`src/rtl/filter_mode_ctrl.sv`:
```
// rtl/filter_mode_ctrl.sv - pushbutton-driven filter mode selector, committed on vsync falling edge
module filter_mode_ctrl #(
    parameter int DEBOUNCE_CYCLES = 250000,
    parameter int NUM_MODES       = 4
) (
    input  logic       clk,
    input  logic       reset_n,
    input  logic       btn_n,
    input  logic       vsync,
    output logic [1:0] mode,
    output logic       brighten_en,
    output logic       invert_en,
    output logic       thresh_en,
    output logic       pending,
    output logic       mode_changed
);
    localparam int               CNT_W     = $clog2(DEBOUNCE_CYCLES) + 1;
    localparam logic [CNT_W-1:0] CNT_LAST  = CNT_W'(DEBOUNCE_CYCLES - 1);
    localparam logic [1:0]       LAST_MODE = 2'(NUM_MODES - 1);

    typedef enum logic [1:0] {
        IDLE   = 2'd0,
        ARMED  = 2'd1,
        COMMIT = 2'd2
    } state_t;

    state_t           state;
    logic             btn_m;
    logic             btn_s;
    logic             stable;
    logic [CNT_W-1:0] cnt;
    logic             vs_q;
    logic [1:0]       next_mode;
    logic             rearm;
    logic             press;
    logic             boundary;

    always_ff @(posedge clk or negedge reset_n) begin
        if (!reset_n) begin
            btn_m <= 1'b1;
            btn_s <= 1'b1;
            vs_q  <= 1'b1;
        end else begin
            btn_m <= btn_n;
            btn_s <= btn_m;
            vs_q  <= vsync;
        end
    end

    always_ff @(posedge clk or negedge reset_n) begin
        if (!reset_n) begin
            stable <= 1'b1;
            cnt    <= '0;
        end else if (btn_s == stable) begin
            cnt <= '0;
        end else if (cnt == CNT_LAST) begin
            stable <= btn_s;
            cnt    <= '0;
        end else begin
            cnt <= cnt + 1'b1;
        end
    end

    // Fires in the cycle whose closing edge accepts a new low level.
    assign press    = (btn_s != stable) && (cnt == CNT_LAST) && !btn_s;
    assign boundary = vs_q & ~vsync;

    always_ff @(posedge clk or negedge reset_n) begin
        if (!reset_n) begin
            next_mode <= 2'd0;
        end else if (press) begin
            next_mode <= (next_mode == LAST_MODE) ? 2'd0 : next_mode + 2'd1;
        end
    end

    always_ff @(posedge clk or negedge reset_n) begin
        if (!reset_n) begin
            state        <= IDLE;
            mode         <= 2'd0;
            brighten_en  <= 1'b0;
            invert_en    <= 1'b0;
            thresh_en    <= 1'b0;
            pending      <= 1'b0;
            mode_changed <= 1'b0;
            rearm        <= 1'b0;
        end else begin
            mode_changed <= 1'b0;
            case (state)
                IDLE: begin
                    if (press) begin
                        state   <= ARMED;
                        pending <= 1'b1;
                    end
                end
                ARMED: begin
                    if (boundary) begin
                        // next_mode is sampled before any coincident press advances it.
                        state        <= COMMIT;
                        pending      <= 1'b0;
                        mode         <= next_mode;
                        brighten_en  <= (next_mode == 2'd1);
                        invert_en    <= (next_mode == 2'd2);
                        thresh_en    <= (next_mode == 2'd3);
                        mode_changed <= 1'b1;
                        rearm        <= press;
                    end
                end
                COMMIT: begin
                    rearm <= 1'b0;
                    if (rearm || press) begin
                        state   <= ARMED;
                        pending <= 1'b1;
                    end else begin
                        state <= IDLE;
                    end
                end
                default: begin
                    state   <= IDLE;
                    pending <= 1'b0;
                end
            endcase
        end
    end
endmodule

```
`config.mk`:
```
export PLATFORM = sky130hd
export DESIGN_NAME = filter_mode_ctrl
export DESIGN_NICKNAME = d
export VERILOG_FILES = /design/src/rtl/filter_mode_ctrl.sv
export SDC_FILE = /design/constraint.sdc
export NUM_CORES = 1
export LEC_CHECK = 0
export CAP_MARGIN = 20
export CORE_MARGIN = 5
export CORE_UTILIZATION = 60
export DETAILED_ROUTE_END_ITERATION = 8
export PLACE_DENSITY = 0.89
export REMOVE_ABC_BUFFERS = 1
export SLEW_MARGIN = 0
export SYNTH_ARGS = -nofsm -noshare
export SYNTH_HDL_FRONTEND = slang
export SYNTH_SLANG_ARGS = --single-unit
```
`constraint.sdc`:
```
create_clock -name clk -period 5.39 [get_ports clk]
set_input_delay 1.078 -clock clk [delete_from_list [all_inputs] [get_ports clk]]
set_output_delay 1.078 -clock clk [all_outputs]
set_load 0.005 [all_outputs]
```
# == After elaboration in Yosys (flattened, before gate mapping) ==
# Cells that the tools add are included.
# Widths: inputs -> output; s select.
# word_totals
word_cells,56
memories,0
ramBits,0
regBits,35
input_bits,4
latchBits,0
output_inout_bits,7
rom_bits,0
# op_classes
n_lt_le_gt_ge,0
eq_ne,11
add_sub_neg,2
mul,0
n_reduce_logical,11
shifts,0
div_mod_pow,0
bitwise_logic,3
mux,15
# op_table
operator,n
$mux 19,2
$add 19x1->19 const B,1
$eq 19x18->1 const B,1
$reduce_and 2->1,4
$mux 1,7
$eq 2x2->1 const B,3
$mux 2,3
$ne 2x2->1 const B,3
$pmux 2 s3,1
$eq 2x1->1 const B,2
$pmux 1 s3,1
$reduce_and 3->1,1
$add 2x1->2 const B,1
$logic_and 1x1->1,2
$logic_not 2->1,1
$not 1->1,2
$pmux 1 s2,1
$reduce_bool 2->1,1
$and 1x1->1,1
$eq 1x1->1,1
$logic_not 1->1,1
$logic_or 1x1->1,1
$ne 1x1->1,1

# == Longest topological paths before layout ==
# Gate-level depths: netlist of the first run.
# depth
ltp_word,6
mapped_depth,6
depth_no_buf,5

# == Worst setup path after synthesis of the first run ==
# OpenSTA, ideal clock, no wires.
# synth_timing
path_type,flip-flop to flip-flop
from,reg cnt[9]
to,reg next_mode[0]
slack_ps,3290
stages_incl_launch_ff,5
arrival_ps,1975
t_required_ps,5265
setup_time_ps,125
period_less_slack_ps,2100
path_buffers,0
path_cell_list,dfrtp_1 -> or4b_1 -> or3_4 -> or3_4 -> mux2_4
# synth_between
elab_chain_cells,3
# synth_rtl
element,line,rtl
"start, declared",31,logic [CNT_W-1:0] cnt;
"start signal, assigned",60,cnt <= cnt + 1'b1;
$eq 19x18->1,65,assign press = (btn_s != stable) && (cnt == CNT_LAST) && !btn_s;
$logic_and 1x1->1 (2 in series),65,
"end signal, assigned",72,next_mode <= (next_mode == LAST_MODE) ? 2'd0 : next_mode + 2'd1;
"end, declared",33,logic [1:0] next_mode;
# No other way between the ends.
# A chain may end at the register's enable or synchronous reset.

# == Final worst setup path of the first run ==
# layout_timing
from,reg thresh_en
to,out thresh_en
# layout_rtl
element,line,rtl
"start, declared",13,"output logic thresh_en,"
"start signal, assigned",103,thresh_en <= (next_mode == 2'd3);
# No word-level cell between the ends.

==> metrics.md, run 1 <==
| Metric | Value |
|---|---|
| Outcome | `completed` |
| CTS Buffer Depth | `2` |
| Final hold vios | `0` |
| I/O pin total | `11` |
| Initial antenna violation count | `0` |
| Die area | `3800 um2` |
| Crit end category | `primary output` |
| Gr usage total | `17.6%` |
| Unrepaired setup endpoints after global routing | `false` |
| Initial DRT Pass Iterations | `4` |
| Lkg Pwr | `0.000755 uW` |
| Fin crit share | `42.3%` |
| Total number of vias | `1122` |
| Share of the synthesized area in the top cell type | `48.5%` |
| Final setup skew | `0.00990 ns` |
| Relative slew slack | `51.8%` |
| Crit path max-delay cell type | `clkdlybuf4s50_1` |
| Worst hold path startpoint | `btn_m` |
| Sequential element share of the synthesized area | `55.0%` |
| Worst path arrival time | `1.20 ns` |
| Total Wirelength | `2720 um` |
| Depth of the CTS H-tree | `2` |
| Number of enable flip-flop cells after synthesis | `0` |
| CTS Hold Bufs | `0` |
| Predominant post-synthesis flop cell | `dfrtp_1` |
| HP Class | `reg2reg` |
| Seq cells post-synth | `35` |
| Die Span X | `61.6 um` |
| RePlAce Congestion | `0.740` |
| Non-Filler Instances | `198` |
| Post-DP HPWL | `1920 um` |
| Synth top cells by count | `dfrtp_1 (31), nor2_1 (20), inv_1 (10), o21ai_0 (10), xnor2_1 (9)` |
| Largest cells by area after synthesis | `dfrtp_1 (48%), dfstp_2 (6.6%), xnor2_1 (4.9%), nor2_1 (4.7%), ha_1 (3.1%)` |
| Cell taking the most area after synthesis | `dfrtp_1` |
| Slowest stage delay, CP | `0.50 ns` |
| Max-Cap Viols | `0` |
| Row count | `18` |
| Worst hold endpoint | `btn_s` |
| Core Area | `2520 um2` |
| Area growth syn-to-layout | `11.6%` |
| Share of cells above drive strength 1 | `11.3%` |
| Die height | `61.6 um` |
| Ys async rst share | `100%` |
| Tmin final | `2.28 ns` |
| Pwr dens | `233 nW/um2` |
| Critical path type | `reg2out` |
| Drc violations | `0` |
| IO buf count | `10` |
| CP Buf/Inv Count | `1` |
| Setup crit start kind | `flop` |
| Post-synth cell types | `33` |
| Final setup viols | `0` |
| Synthesized area | `1600 um2` |
| R2R setup slack | `3.12 ns` |
| Reg2reg path depth | `4` |
| CTS Buf Count | `5` |
| Setup TNS | `0 ns` |
| Total power | `416 uW` |
| Placed cell count | `190` |
| Antenna diodes | `0` |
| Max VDD drop | `211 uV` |
| Gate Count Post-Synth | `151` |
| Crit Path Max Fanout | `2` |
| Initial drt markers | `57` |
| Achievable frequency | `438 MHz` |
| Largest net degree at the start of global routing | `36` |
| Vias in the first global route | `1120` |
| # resized after CTS | `0` |
| Fin. max-slew vios | `0` |
| Syn Area/Cell | `10.6 um2` |
| Sink Count | `35` |
| Clk root buf | `clkbuf_4` |
| Global-route wire length before repair | `4760 um` |
| Average wire per standard cell | `13.8 um` |
| CP delay by family, top | `buffers and inverters` |
| Starting density of the core | `63.4%` |
| GR Overflow Total | `0` |
| DR vias/cell | `5.67` |
| End-of-flow core utilization | `70.8%` |
| Number of nets in the layout | `175` |
| RR Endpoint | `cnt[6]` |
| Clk_lat worst skew | `0.34 ns` |
| Worst path required time | `4.31 ns` |
| Worst R2R Start | `cnt[10]` |
| CTS tree | `built` |
| Clock slew at reported path FFs | `0.10 ns` |
| Top-count cell post-synth | `dfrtp_1` |
| Post-CTS setup buffers | `0` |
| Yosys warning count | `0` |
| Crit-path cells | `clkdlybuf4s50_1` |
| Slew @ Worst Pin | `0.722 ns` |
| Hold-critical path depth | `0` |
| Post-DRT Antenna Nets | `0` |
stage by stage:
stage               worst slack (ns)  cell area, um2  hold WS (ns)
finish                          3.11            1790         0.362
global route                    3.02            1790         0.366
CTS                             3.08            1790         0.364
detailed placement              2.82            1740         0.349
global placement                2.89            1740         0.349
floorplan                       3.29            1590         0.345
power by group:
part	switching [uW]	total (uW)	leakage (uW)	internal, uW
combinational	9.78	14.7	0.000253	4.89
clock	81.4	132	0.0000293	50.8
sequential	2.61	269	0.000473	266
final cells by class:
class,instances,area [um2]
repair buffers,11,108
inverters,10,37.5
clock inverters,1,5.00
well taps,30,37.5
flip-flops and latches,35,881
multi-input cells,104,673
clock buffers,7,45.0
fillers,190,736
routing by layer:
metal,GRT usage [%],up-vias,part of all wire [%]
met5,0,-,0
met3,6.29,8,5.1
met4,8.18,0,2.2
met2,30.5,22,49
met1,19.1,538,44
li1,-,554,-
kinds of logic (layout without fill, tap and decap cells):
group,Yosys count,in the layout,synth area share [%]
xor gates and xnor gates,12,12,6.57
adders and majority gates,4,4,3.13
AOI/OAI and AO/OA,24,24,8.91
buffers and inverters,12,29,2.89
DFF,35,35,55.0
and+or+nand+nor,58,58,19.1
muxes,6,6,4.38
worst max-delay path by stage:
| stage | start | endpoint | slack [ns] | depth (start not counted) |
|---|---|---|---|---|
| 2_1_floorplan | cnt[9] | next_mode[0] | 3.29 | 4 |
| 3_3_place_gp | vsync | thresh_en | 2.89 | 4 |
| 3_5_place_dp | vsync | invert_en | 2.82 | 4 |
| 4_1_cts | brighten_en | brighten_en | 3.08 | 1 |
| 5_1_grt | cnt[10] | cnt[6] | 3.02 | 4 |
| 6_report | thresh_en | thresh_en | 3.11 | 1 |
worst register-to-register path, delay by kind of cell (launching register included):
family / cells / cell delay [ns]
simple gates: 3 / 1.10
compound gates: 1 / 0.60
flops: 1 / 0.42
cell usage in the layout, fill, tap and decap left out, types with 2 or more instances in the layout:
cell	netlist	routed
nor3_1	4	4
clkbuf_1	1	2
mux2_2	4	4
clkbuf_4	0	5
nand2_1	6	6
inv_1	10	10
dfstp_2	4	4
o31ai_1	3	3
nand3_1	7	7
a21oi_1	7	7
dfrtp_1	31	31
ha_1	4	4
clkdlybuf4s50_1	0	10
o21ai_0	10	10
or4_1	4	4
or3_4	2	2
nand2b_1	3	3
nor2_1	20	20
nand4_1	2	2
xor2_1	3	3
xnor2_1	9	9
or3_1	4	4
registers in the layout, indices dropped and copies added, names as in the netlist:
name and flops:
cnt 19, mode 2, next_mode 2, state 2, brighten_en 1, btn_m 1, btn_s 1, invert_en 1
mode_changed 1, pending 1, rearm 1, stable 1, thresh_en 1, vs_q 1
No activity file was read; power rests on OpenSTA's default activity.
==> run 2, diff against run 1 <==
--- a/config.mk
+++ b/config.mk
@@ -7,9 +7,9 @@
 export LEC_CHECK = 0
 export CAP_MARGIN = 20
 export CORE_MARGIN = 5
-export CORE_UTILIZATION = 60
+export CORE_UTILIZATION = 57
 export DETAILED_ROUTE_END_ITERATION = 8
-export PLACE_DENSITY = 0.89
+export PLACE_DENSITY = 0.86
 export REMOVE_ABC_BUFFERS = 1
 export SLEW_MARGIN = 0
 export SYNTH_ARGS = -nofsm -noshare
==> constraint.sdc (replaced) <==
create_clock -name clk -period 2.37 [get_ports clk]
set_input_delay 0.474 -clock clk [delete_from_list [all_inputs] [get_ports clk]]
set_output_delay 0.474 -clock clk [all_outputs]
set_load 0.005 [all_outputs]
==> metrics.md, run 2 (synthesized netlist as in run 1, its figures left out) <==
| Metric | Value |
|---|---|
| R2R setup slack | `0.20 ns (-2.92 ns)` |
| I/O pin total | `11 (unchanged)` |
| Drc violations | `0 (unchanged)` |
| Reg2reg path depth | `4 (unchanged)` |
| RR Endpoint | `next_mode[0]` |
| Gr usage total | `16.6% (-0.98 points)` |
| Post-CTS setup buffers | `0 (unchanged)` |
| CTS Buffer Depth | `2 (unchanged)` |
| Met2 Resource Use GR | `27.3% (-3.2 points)` |
| Fin. max-slew vios | `0 (unchanged)` |
| Clock slew at reported path FFs | `0.10 ns (about the same)` |
| Total number of vias | `1152 (+2.7%)` |
| CTS Hold Bufs | `0 (unchanged)` |
| # resized after CTS | `0 (unchanged)` |
| Hold-critical path depth | `0 (unchanged)` |
| Final setup viols | `0 (unchanged)` |
| Sink Count | `35 (unchanged)` |
| Post-DRT Antenna Nets | `0 (unchanged)` |
| Share of cells above drive strength 1 | `12.4% (+1.1 points)` |
| End-of-flow core utilization | `66.0% (-4.8 points)` |
| RePlAce Congestion | `0.832 (+12%)` |
| Vias in the first global route | `1232 (+10%)` |
| Max VDD drop | `523 uV (+150%)` |
| Die Span X | `63.0 um (+2.2%)` |
| Final setup skew | `0.0118 ns (+0.00185 ns)` |
| Die height | `63.0 um (+2.2%)` |
| Average wire per standard cell | `14.7 um (+7.1%)` |
| Global-route wire length before repair | `5220 um (+9.7%)` |
| Placed cell count | `192 (+1.1%)` |
| Post-DP HPWL | `2130 um (+11%)` |
| CTS Buf Count | `5 (unchanged)` |
| Clk root buf | `clkbuf_4` |
| Final hold vios | `0 (unchanged)` |
| Slew @ Worst Pin | `0.422 ns (-0.300 ns)` |
| HP Class | `reg2reg` |
| Initial drt markers | `53 (-7.0%)` |
| Setup TNS | `0 ns (unchanged)` |
| Initial antenna violation count | `0 (unchanged)` |
| Total power | `979 uW (+140%)` |
| Outcome | `completed` |
| Die area | `3970 um2 (+4.4%)` |
| Max reg flops | `19 (unchanged)` |
| Worst R2R Start | `cnt[9]` |
| Worst path required time | `2.60 ns (-1.71 ns)` |
| Place WS | `0.202 ns (-2.62 ns)` |
| Multi-input gate area | `673 um2 (unchanged)` |
| Unrepaired setup endpoints after global routing | `false` |
| Pwr dens | `542 nW/um2 (+130%)` |
| Clk_lat worst skew | `0.34 ns (about the same)` |
| Area growth syn-to-layout | `12.8%` |
| Max-Cap Viols | `0 (unchanged)` |
| Met1 global-route usage | `18.1% (-1.0 points)` |
| Total Wirelength | `2950 um (+8.2%)` |
| Crit Path Max Fanout | `4 (+2)` |
| Worst path arrival time | `2.40 ns (+1.20 ns)` |
| Tmin final | `2.17 ns` |
| Fin crit share | `91.4%` |
| Depth of the CTS H-tree | `2 (unchanged)` |
| Top reg by flops | `cnt` |
| Row count | `19 (+1)` |
| Critical path type | `reg2reg` |
| Achievable frequency | `462 MHz` |
| CTS tree | `built` |
| Crit end category | `flop` |
| Largest net degree at the start of global routing | `36 (unchanged)` |
| Relative slew slack | `71.9% (+20 points)` |
| Core Area | `2730 um2 (+8.4%)` |
| Most frequent cells in the layout | `dfrtp_1 (31), nor2_1 (20), inv_1 (10), o21ai_0 (10), clkdlybuf4s50_1 (10)` |
| Final WS setup | `0.205 ns (-2.90 ns)` |
| GR Overflow Total | `0 (unchanged)` |
| IO buf count | `10 (unchanged)` |
| Number of nets in the layout | `176 (+0.57%)` |
| Antenna diodes | `0 (unchanged)` |
| Setup crit start kind | `flop` |
| Layer with the highest usage | `met2` |
| Worst hold path startpoint | `btn_m` |
| Initial DRT Pass Iterations | `4 (unchanged)` |
| Filler cells | `196 (+3.2%)` |
| Register area | `881 um2 (unchanged)` |
| DR vias/cell | `5.76 (+1.6%)` |
| Most common cell after layout, fill and taps aside | `dfrtp_1` |
| Worst hold endpoint | `btn_s` |
| Starting density of the core | `58.5% (-4.9 points)` |
| Met3 global-route usage | `6.12% (-0.17 points)` |
| Non-Filler Instances | `200 (+1.0%)` |
| Lkg Pwr | `0.000766 uW (+1.4%)` |
run 2: cell count changes in the layout (fill, tap and decap cells not counted):
cell      previous run  this run
buf_4                1         2
clkbuf_1             2         1
clkbuf_8             0         1
run 2: worst max-delay path by stage:
stage / from / end
after floorplan: cnt[9] / next_mode[0]
after global placement: cnt[9] / next_mode[0]
after detailed placement: cnt[9] / next_mode[0]
after CTS: cnt[9] / next_mode[0]
after global routing: cnt[2] / cnt[17]
final: cnt[9] / next_mode[0]
run 2: area by class of cell:
class | count | area share, %
flip-flops and latches | 35 | 48.8
multi-input cells | 104 | 37.3
repair buffers | 12 | 6.38
clock buffers | 7 | 3.05
well taps | 31 | 2.15
inverters | 10 | 2.08
clock inverters | 1 | 0.277
run 2: critical path: stages, from the launching register on:
cell	delay, ns
dfrtp_1	0.42
or4b_1	0.53
or3_4	0.43
or3_4	0.40
mux2_4	0.30
run 2: per-stage QoR:
stage | cell area, um2 | hold WS (ns)
global route | 1810 | 0.358
global placement | 1750 | 0.348
CTS | 1810 | 0.365
detailed placement | 1750 | 0.355
floorplan | 1590 | 0.178
finish | 1810 | 0.357
run 2: metal layers:
layer,up-vias,share of wire (%),routed length [um]
met1,563,43,1260
met5,-,0,0
li1,553,-,-
met3,11,4.4,130
met2,25,50,1470
met4,0,3.1,90
run 2: power by group:
group	switching, uW	internal (uW)
clock network	190	144
logic	21.8	12.2
registers	6.53	606
